`config.mk`:
```
export PLATFORM = sky130hd
export DESIGN_NAME = batch_fifo_flat
export DESIGN_NICKNAME = d
export VERILOG_FILES = /design/src/rtl/batch_fifo_if.sv /design/src/rtl/batch_fifo.sv /design/src/flat_wrapper.sv
export SDC_FILE = /design/constraint.sdc
export NUM_CORES = 1
export LEC_CHECK = 0
export CAP_MARGIN = 0
export CORE_MARGIN = 2
export CORE_UTILIZATION = 45
export DETAILED_ROUTE_END_ITERATION = 12
export GPL_ROUTABILITY_DRIVEN = 0
export PLACE_DENSITY_LB_ADDON = 0.2
export SLEW_MARGIN = 10
export SYNTH_ARGS = -nofsm -noshare
export SYNTH_HDL_FRONTEND = slang
export SYNTH_SLANG_ARGS = --single-unit
```
`constraint.sdc`:
```
create_clock -name clk -period 6.65 [get_ports clk]
set_input_delay 1.33 -clock clk [delete_from_list [all_inputs] [get_ports clk]]
set_output_delay 1.33 -clock clk [all_outputs]
set_load 0.01 [all_outputs]
```
`src/rtl/batch_fifo_if.sv`:
```
// Handshake bundle for batch_fifo.
//   slave  : FIFO view (accepts entries from a producer, offers batches to a consumer)
//   master : environment view (drives producer/consumer side, observes FIFO status)
// Signals:
//   flush_i          synchronous clear of stored contents
//   valid_i/ready_o  per-entry push handshake, data_i carries the entry
//   batch_i          requested batch size (clamped to 1..MAX_BATCH inside the FIFO)
//   valid_o/ready_i  per-batch pop handshake, data_o carries MAX_BATCH lanes
//   batch_o          size of the batch currently offered
//   count_o          number of stored entries
interface batch_fifo_if #(
  parameter int WIDTH     = 8,
  parameter int DEPTH     = 4,
  parameter int MAX_BATCH = 2
);
  localparam int CW = $clog2(DEPTH + 1);
  localparam int BW = $clog2(MAX_BATCH + 1);

  logic                       flush_i;
  logic                       valid_i;
  logic                       ready_o;
  logic [WIDTH-1:0]           data_i;
  logic [BW-1:0]              batch_i;
  logic                       valid_o;
  logic                       ready_i;
  logic [MAX_BATCH*WIDTH-1:0] data_o;
  logic [BW-1:0]              batch_o;
  logic [CW-1:0]              count_o;

  modport slave (
    input  flush_i, valid_i, data_i, batch_i, ready_i,
    output ready_o, valid_o, data_o, batch_o, count_o
  );

  modport master (
    output flush_i, valid_i, data_i, batch_i, ready_i,
    input  ready_o, valid_o, data_o, batch_o, count_o
  );
endinterface

```
`src/rtl/batch_fifo.sv`:
```
// Single-clock FIFO that accepts one entry per cycle and releases entries in
// batches of a programmable size, one whole batch per consumer handshake.
// Ports:
//   clk  rising-edge clock
//   rst  synchronous active-high reset
//   bus  batch_fifo_if.slave (push side, pop side, flush, batch size, count)
module batch_fifo #(
  parameter int WIDTH     = 8,
  parameter int DEPTH     = 4,
  parameter int MAX_BATCH = 2
) (
  input  logic           clk,
  input  logic           rst,
  batch_fifo_if.slave    bus
);
  localparam int CW = $clog2(DEPTH + 1);
  localparam int BW = $clog2(MAX_BATCH + 1);
  localparam int PW = $clog2(DEPTH);

  logic [WIDTH-1:0] mem [DEPTH];
  logic [PW-1:0]    wr_ptr, rd_ptr;
  logic [CW-1:0]    count_q;
  logic [BW-1:0]    batch_q;

  logic             ready, valid, push, pop;
  logic [BW-1:0]    batch_eff;
  logic [PW-1:0]    wr_next, rd_next;
  logic [PW:0]      rd_sum;
  logic [CW-1:0]    count_next;

  always_comb begin
    if (bus.batch_i == '0)
      batch_eff = BW'(1);
    else if (bus.batch_i > BW'(MAX_BATCH))
      batch_eff = BW'(MAX_BATCH);
    else
      batch_eff = bus.batch_i;
  end

  assign ready = (count_q < CW'(DEPTH));
  assign valid = (count_q >= CW'(batch_q));
  assign push  = bus.valid_i && ready;
  assign pop   = valid && bus.ready_i;

  // Pointer arithmetic wraps explicitly so DEPTH need not be a power of two;
  // rd_ptr + batch_q < 2*DEPTH, so one conditional subtract suffices.
  assign wr_next = (wr_ptr == PW'(DEPTH - 1)) ? '0 : wr_ptr + 1'b1;
  assign rd_sum  = {1'b0, rd_ptr} + (PW+1)'(batch_q);
  assign rd_next = (rd_sum >= (PW+1)'(DEPTH)) ? PW'(rd_sum - (PW+1)'(DEPTH))
                                              : PW'(rd_sum);

  assign count_next = count_q + CW'(push) - (pop ? CW'(batch_q) : '0);

  always_ff @(posedge clk) begin
    if (rst) begin
      count_q <= '0;
      wr_ptr  <= '0;
      rd_ptr  <= '0;
      batch_q <= BW'(1);
    end else if (bus.flush_i) begin
      count_q <= '0;
      wr_ptr  <= '0;
      rd_ptr  <= '0;
      batch_q <= batch_eff;
    end else begin
      if (push) wr_ptr <= wr_next;
      if (pop)  rd_ptr <= rd_next;
      count_q <= count_next;
      // Batch size only changes when no batch is being held for the consumer.
      if (!valid || pop) batch_q <= batch_eff;
    end
  end

  always_ff @(posedge clk) begin
    if (!rst && !bus.flush_i && push)
      mem[wr_ptr] <= bus.data_i;
  end

  // Lanes are zeroed while no batch is offered so unwritten storage never
  // leaks onto data_o (gives data_o = 0 straight out of reset).
  logic [PW:0]   lane_sum;
  logic [PW-1:0] lane_addr;
  always_comb begin
    bus.data_o = '0;
    lane_sum   = '0;
    lane_addr  = '0;
    for (int unsigned k = 0; k < MAX_BATCH; k++) begin
      lane_sum  = {1'b0, rd_ptr} + (PW+1)'(k);
      lane_addr = (lane_sum >= (PW+1)'(DEPTH)) ? PW'(lane_sum - (PW+1)'(DEPTH))
                                               : PW'(lane_sum);
      if (valid && (k < 32'(batch_q)))
        bus.data_o[k*WIDTH +: WIDTH] = mem[lane_addr];
    end
  end

  assign bus.ready_o = ready;
  assign bus.valid_o = valid;
  assign bus.batch_o = batch_q;
  assign bus.count_o = count_q;
endmodule

```
`src/flat_wrapper.sv`:
```
// flat-port wrapper written by rule: the top's interface ports become plain ports
module batch_fifo_flat 
#(
  parameter int WIDTH     = 8,
  parameter int DEPTH     = 4,
  parameter int MAX_BATCH = 2
)
  (clk, rst, bus_flush_i, bus_valid_i, bus_data_i, bus_batch_i, bus_ready_i, bus_ready_o, bus_valid_o, bus_data_o, bus_batch_o, bus_count_o);
  batch_fifo_if #(.WIDTH(WIDTH), .DEPTH(DEPTH), .MAX_BATCH(MAX_BATCH)) bus_i ();
  input  logic clk;
  input  logic rst;
  input wire logic [$bits(bus_i.flush_i)-1:0] bus_flush_i;
  input wire logic [$bits(bus_i.valid_i)-1:0] bus_valid_i;
  input wire logic [$bits(bus_i.data_i)-1:0] bus_data_i;
  input wire logic [$bits(bus_i.batch_i)-1:0] bus_batch_i;
  input wire logic [$bits(bus_i.ready_i)-1:0] bus_ready_i;
  output wire logic [$bits(bus_i.ready_o)-1:0] bus_ready_o;
  output wire logic [$bits(bus_i.valid_o)-1:0] bus_valid_o;
  output wire logic [$bits(bus_i.data_o)-1:0] bus_data_o;
  output wire logic [$bits(bus_i.batch_o)-1:0] bus_batch_o;
  output wire logic [$bits(bus_i.count_o)-1:0] bus_count_o;
  assign bus_i.flush_i = bus_flush_i;
  assign bus_i.valid_i = bus_valid_i;
  assign bus_i.data_i = bus_data_i;
  assign bus_i.batch_i = bus_batch_i;
  assign bus_i.ready_i = bus_ready_i;
  assign bus_ready_o = bus_i.ready_o;
  assign bus_valid_o = bus_i.valid_o;
  assign bus_data_o = bus_i.data_o;
  assign bus_batch_o = bus_i.batch_o;
  assign bus_count_o = bus_i.count_o;
  batch_fifo #(.WIDTH(WIDTH), .DEPTH(DEPTH), .MAX_BATCH(MAX_BATCH)) u_core (.clk(clk), .rst(rst), .bus(bus_i));
endmodule
```
==> impl_metrics.json <==
{
  "instances_no_fill": 227,
  "drt_first_pass_iters": 4,
  "clock_path_buffers": 2,
  "number_of_distinct_library_cell_variants_in_the_gate_level_netlist_after_synthesis": 27,
  "postRouteAntennaNets": 0,
  "worst_path_largest_cell_delay_ps": 630,
  "finalSetupTns_ps": 0,
  "most_common_cell_after_layout_fill_and_taps_aside": "clkdlybuf4s50_1",
  "mappedNetlistNets": 165,
  "max_clk_rate_mhz": 238,
  "drtIter0Drc": 32,
  "chipWidth_um": 72.0,
  "floorplan.die_area_um2": 5190,
  "peakVddDrop_v": 0.000159,
  "synth_seq_area_share_pct": 56.7,
  "synth_cells": 139,
  "num_io_pins": 38,
  "ctsHoldBuffers": 0,
  "synth_flop_cell": "edfxtp_1",
  "tritoncts_clock_tree": "done",
  "synth.avg_cell_area_um2": 15.0,
  "dp.final_hpwl_um": 2760,
  "synth.cell_area_um2": 2080,
  "cell_by_cell_listing_of_the_critical_path": "inv_1 > ha_1 > a211o_1 > o21ai_2 > nor2b_1 > clkdlybuf4s50_1",
  "setup_slack_ps": 2450,
  "setup_viol_count_final": 0,
  "measured_slew_at_the_worst_slew_check_pin_ps": 636,
  "timing.hold.worst.class": "reg2reg",
  "placement_rows": 24,
  "finalMaxSlewViolations": 0,
  "placed_cells_incl_taps": 219,
  "leakage_nw": 0.916,
  "min_path_cells": 2,
  "most-common-layout-cells": "clkdlybuf4s50_1 (36), edfxtp_1 (32), mux4_2 (16), and3_1 (13), dfxtp_1 (11)",
  "cts-resized-gates": 0,
  "synth-edff-count": 32,
  "route.vias.total": 1292,
  "first_global_vias": 1352,
  "ctsHtreeMaxLevel": 2,
  "layout-drive-gt1-share_pct": 14.3,
  "outcome": "completed",
  "fin_hold_ws_ps": 604,
  "skew_ps": 12.1,
  "number_of_antenna_violations_at_the_first_check_in_global_routing": 0,
  "worst-endpoint-arrival_ps": 2870,
  "port_buffers": 36,
  "cts_inserted_buffers": 5,
  "core_region_area_um2": 4410,
  "detail_route.wl_per_cell_um": 17.9,
  "design_area_um2": 2560,
  "grt_first_pass_wirelength_um": 6450,
  "track_usage_pct": 17.3,
  "worst_slew_margin_rel_pct": 57.6,
  "crit_path_start_kind": "flip-flop",
  "powerDensity_nw_per_um2": 282,
  "insertion_delay_ps": 290,
  "synth.ff_latch_count": 43,
  "grt_setup_unrepaired": "no",
  "grt_start_max_net_pins": 19,
  "crit_path_max_fanout": 18,
  "postSynth.asyncResetShare_pct": 0,
  "floorplan.initialDensity_pct": 47.2,
  "root_buffer": "clkbuf_8",
  "finalWorstPathRequiredPeriod_ps": 4200,
  "globalRoute.totalOverflow": 0,
  "max_cap_viol_count": 0,
  "cts_setup_buffers": 0,
  "post-layout-total-power_mw": 0.721,
  "route.detailed.drc": 0,
  "yosysWarnings": 0,
  "critical_path_class": "reg2out",
  "final_net_count": 200,
  "die_height_um": 72.0,
  "hold_viol_final": 0,
  "place_worst_setup_slack_ps": 2730,
  "worst_r2r_path_depth": 11,
  "fin_crit_sh_pct": 63.1,
  "clk_transition_reported_paths_ps": 80,
  "timing.critical_path.to_type": "output port",
  "post-route-util_pct": 57.9,
  "drt-vias-per-instance": 5.69,
  "numClockSinks": 43,
  "area_delta_synth_final_pct": 22.7,
  "antenna_cells": 0,
  "slowest_stage": "dfxtp_1",
  "routed_wirelength_um": 4060,
  "worstPathRequired_ps": 5320,
  "post_dp_cell_area_um2": 2470
}
-- layout make-up --
cell class	instances	area (um2)
fillers	361	1860
flip-flops and latches	43	1180
multi-input cells	80	830
inverters	8	30.0
clock inverters	1	3.75
well taps	52	65.1
clock buffers	7	86.3
repair buffers	36	360
-- metal layers --
layer  global-route usage (%)  routed length (um)  vias to the layer above
li1                         -                   -                      595
met1                     20.4                1690                      641
met2                     29.9                2060                       46
met3                     4.86                 222                       10
met4                     7.13                  89                        0
met5                        0                   0                        -
-- sequential cells by signal, indices dropped and copies added, names as in the netlist, named ones only --
signal and flops:
u_core.mem 32, u_core.bus.batch_o 2, u_core.bus.count_o 3, u_core.rd_ptr 2, u_core.wr_ptr 2
-- power by group --
group	internal [mW]	switching, mW
Clock	0.0832	0.0830
Combinational	0.125	0.108
Sequential	0.301	0.0209
-- cells by family (layout without fill, tap and decap cells) --
family / Yosys count / after routing / share of synthesized area [%]
flip-flops: 43 / 43 / 56.7
AND/OR/NAND/NOR: 39 / 39 / 10.3
multiplexers: 16 / 16 / 17.3
buffers and inverters: 16 / 52 / 3.48
adder cells (fa/ha/maj): 11 / 11 / 6.97
AO/OA/AOI/OAI: 11 / 11 / 4.02
XOR/XNOR: 3 / 3 / 1.26
-- final timing paths --
path,slack (ps),start,to
setup / recovery,2450,u_core.bus.batch_o[1]$_SDFFE_PP0P_,bus_data_o[4]
hold / removal,600,u_core.bus.count_o[2]$_SDFF_PP0_,u_core.bus.count_o[2]$_SDFF_PP0_
setup reg to reg,3490,u_core.bus.batch_o[1]$_SDFFE_PP0P_,u_core.bus.count_o[2]$_SDFF_PP0_
hold reg to reg,600,u_core.bus.count_o[2]$_SDFF_PP0_,u_core.bus.count_o[2]$_SDFF_PP0_
-- cells in the mapped netlist (2+ instances only) --
cell       n  area [um2]
inv_1      8        30.0
buf_2      4        20.0
xnor2_1    2        17.5
nand3_1    2        10.0
and2_1     2        12.5
nor2b_1    9        56.3
clkbuf_1   3        11.3
edfxtp_1  32         961
nand2_1    2        7.51
ha_1      10         125
mux4_2    16         360
dfxtp_1   11         220
a21oi_1    3        15.0
a211o_1    2        17.5
nor2_1     9        33.8
and3_1    13        81.3
-- critical path, delay by kind of cell, from the launching register on --
| family | cells | cell delay, ps |
|---|---|---|
| buffers and inverters | 2 | 680 |
| AOI/OAI and AO/OA | 2 | 750 |
| and+or+nand+nor | 1 | 210 |
| DFF | 1 | 630 |
| adders and majority gates | 1 | 290 |
(Power assumes the default switching activity.)
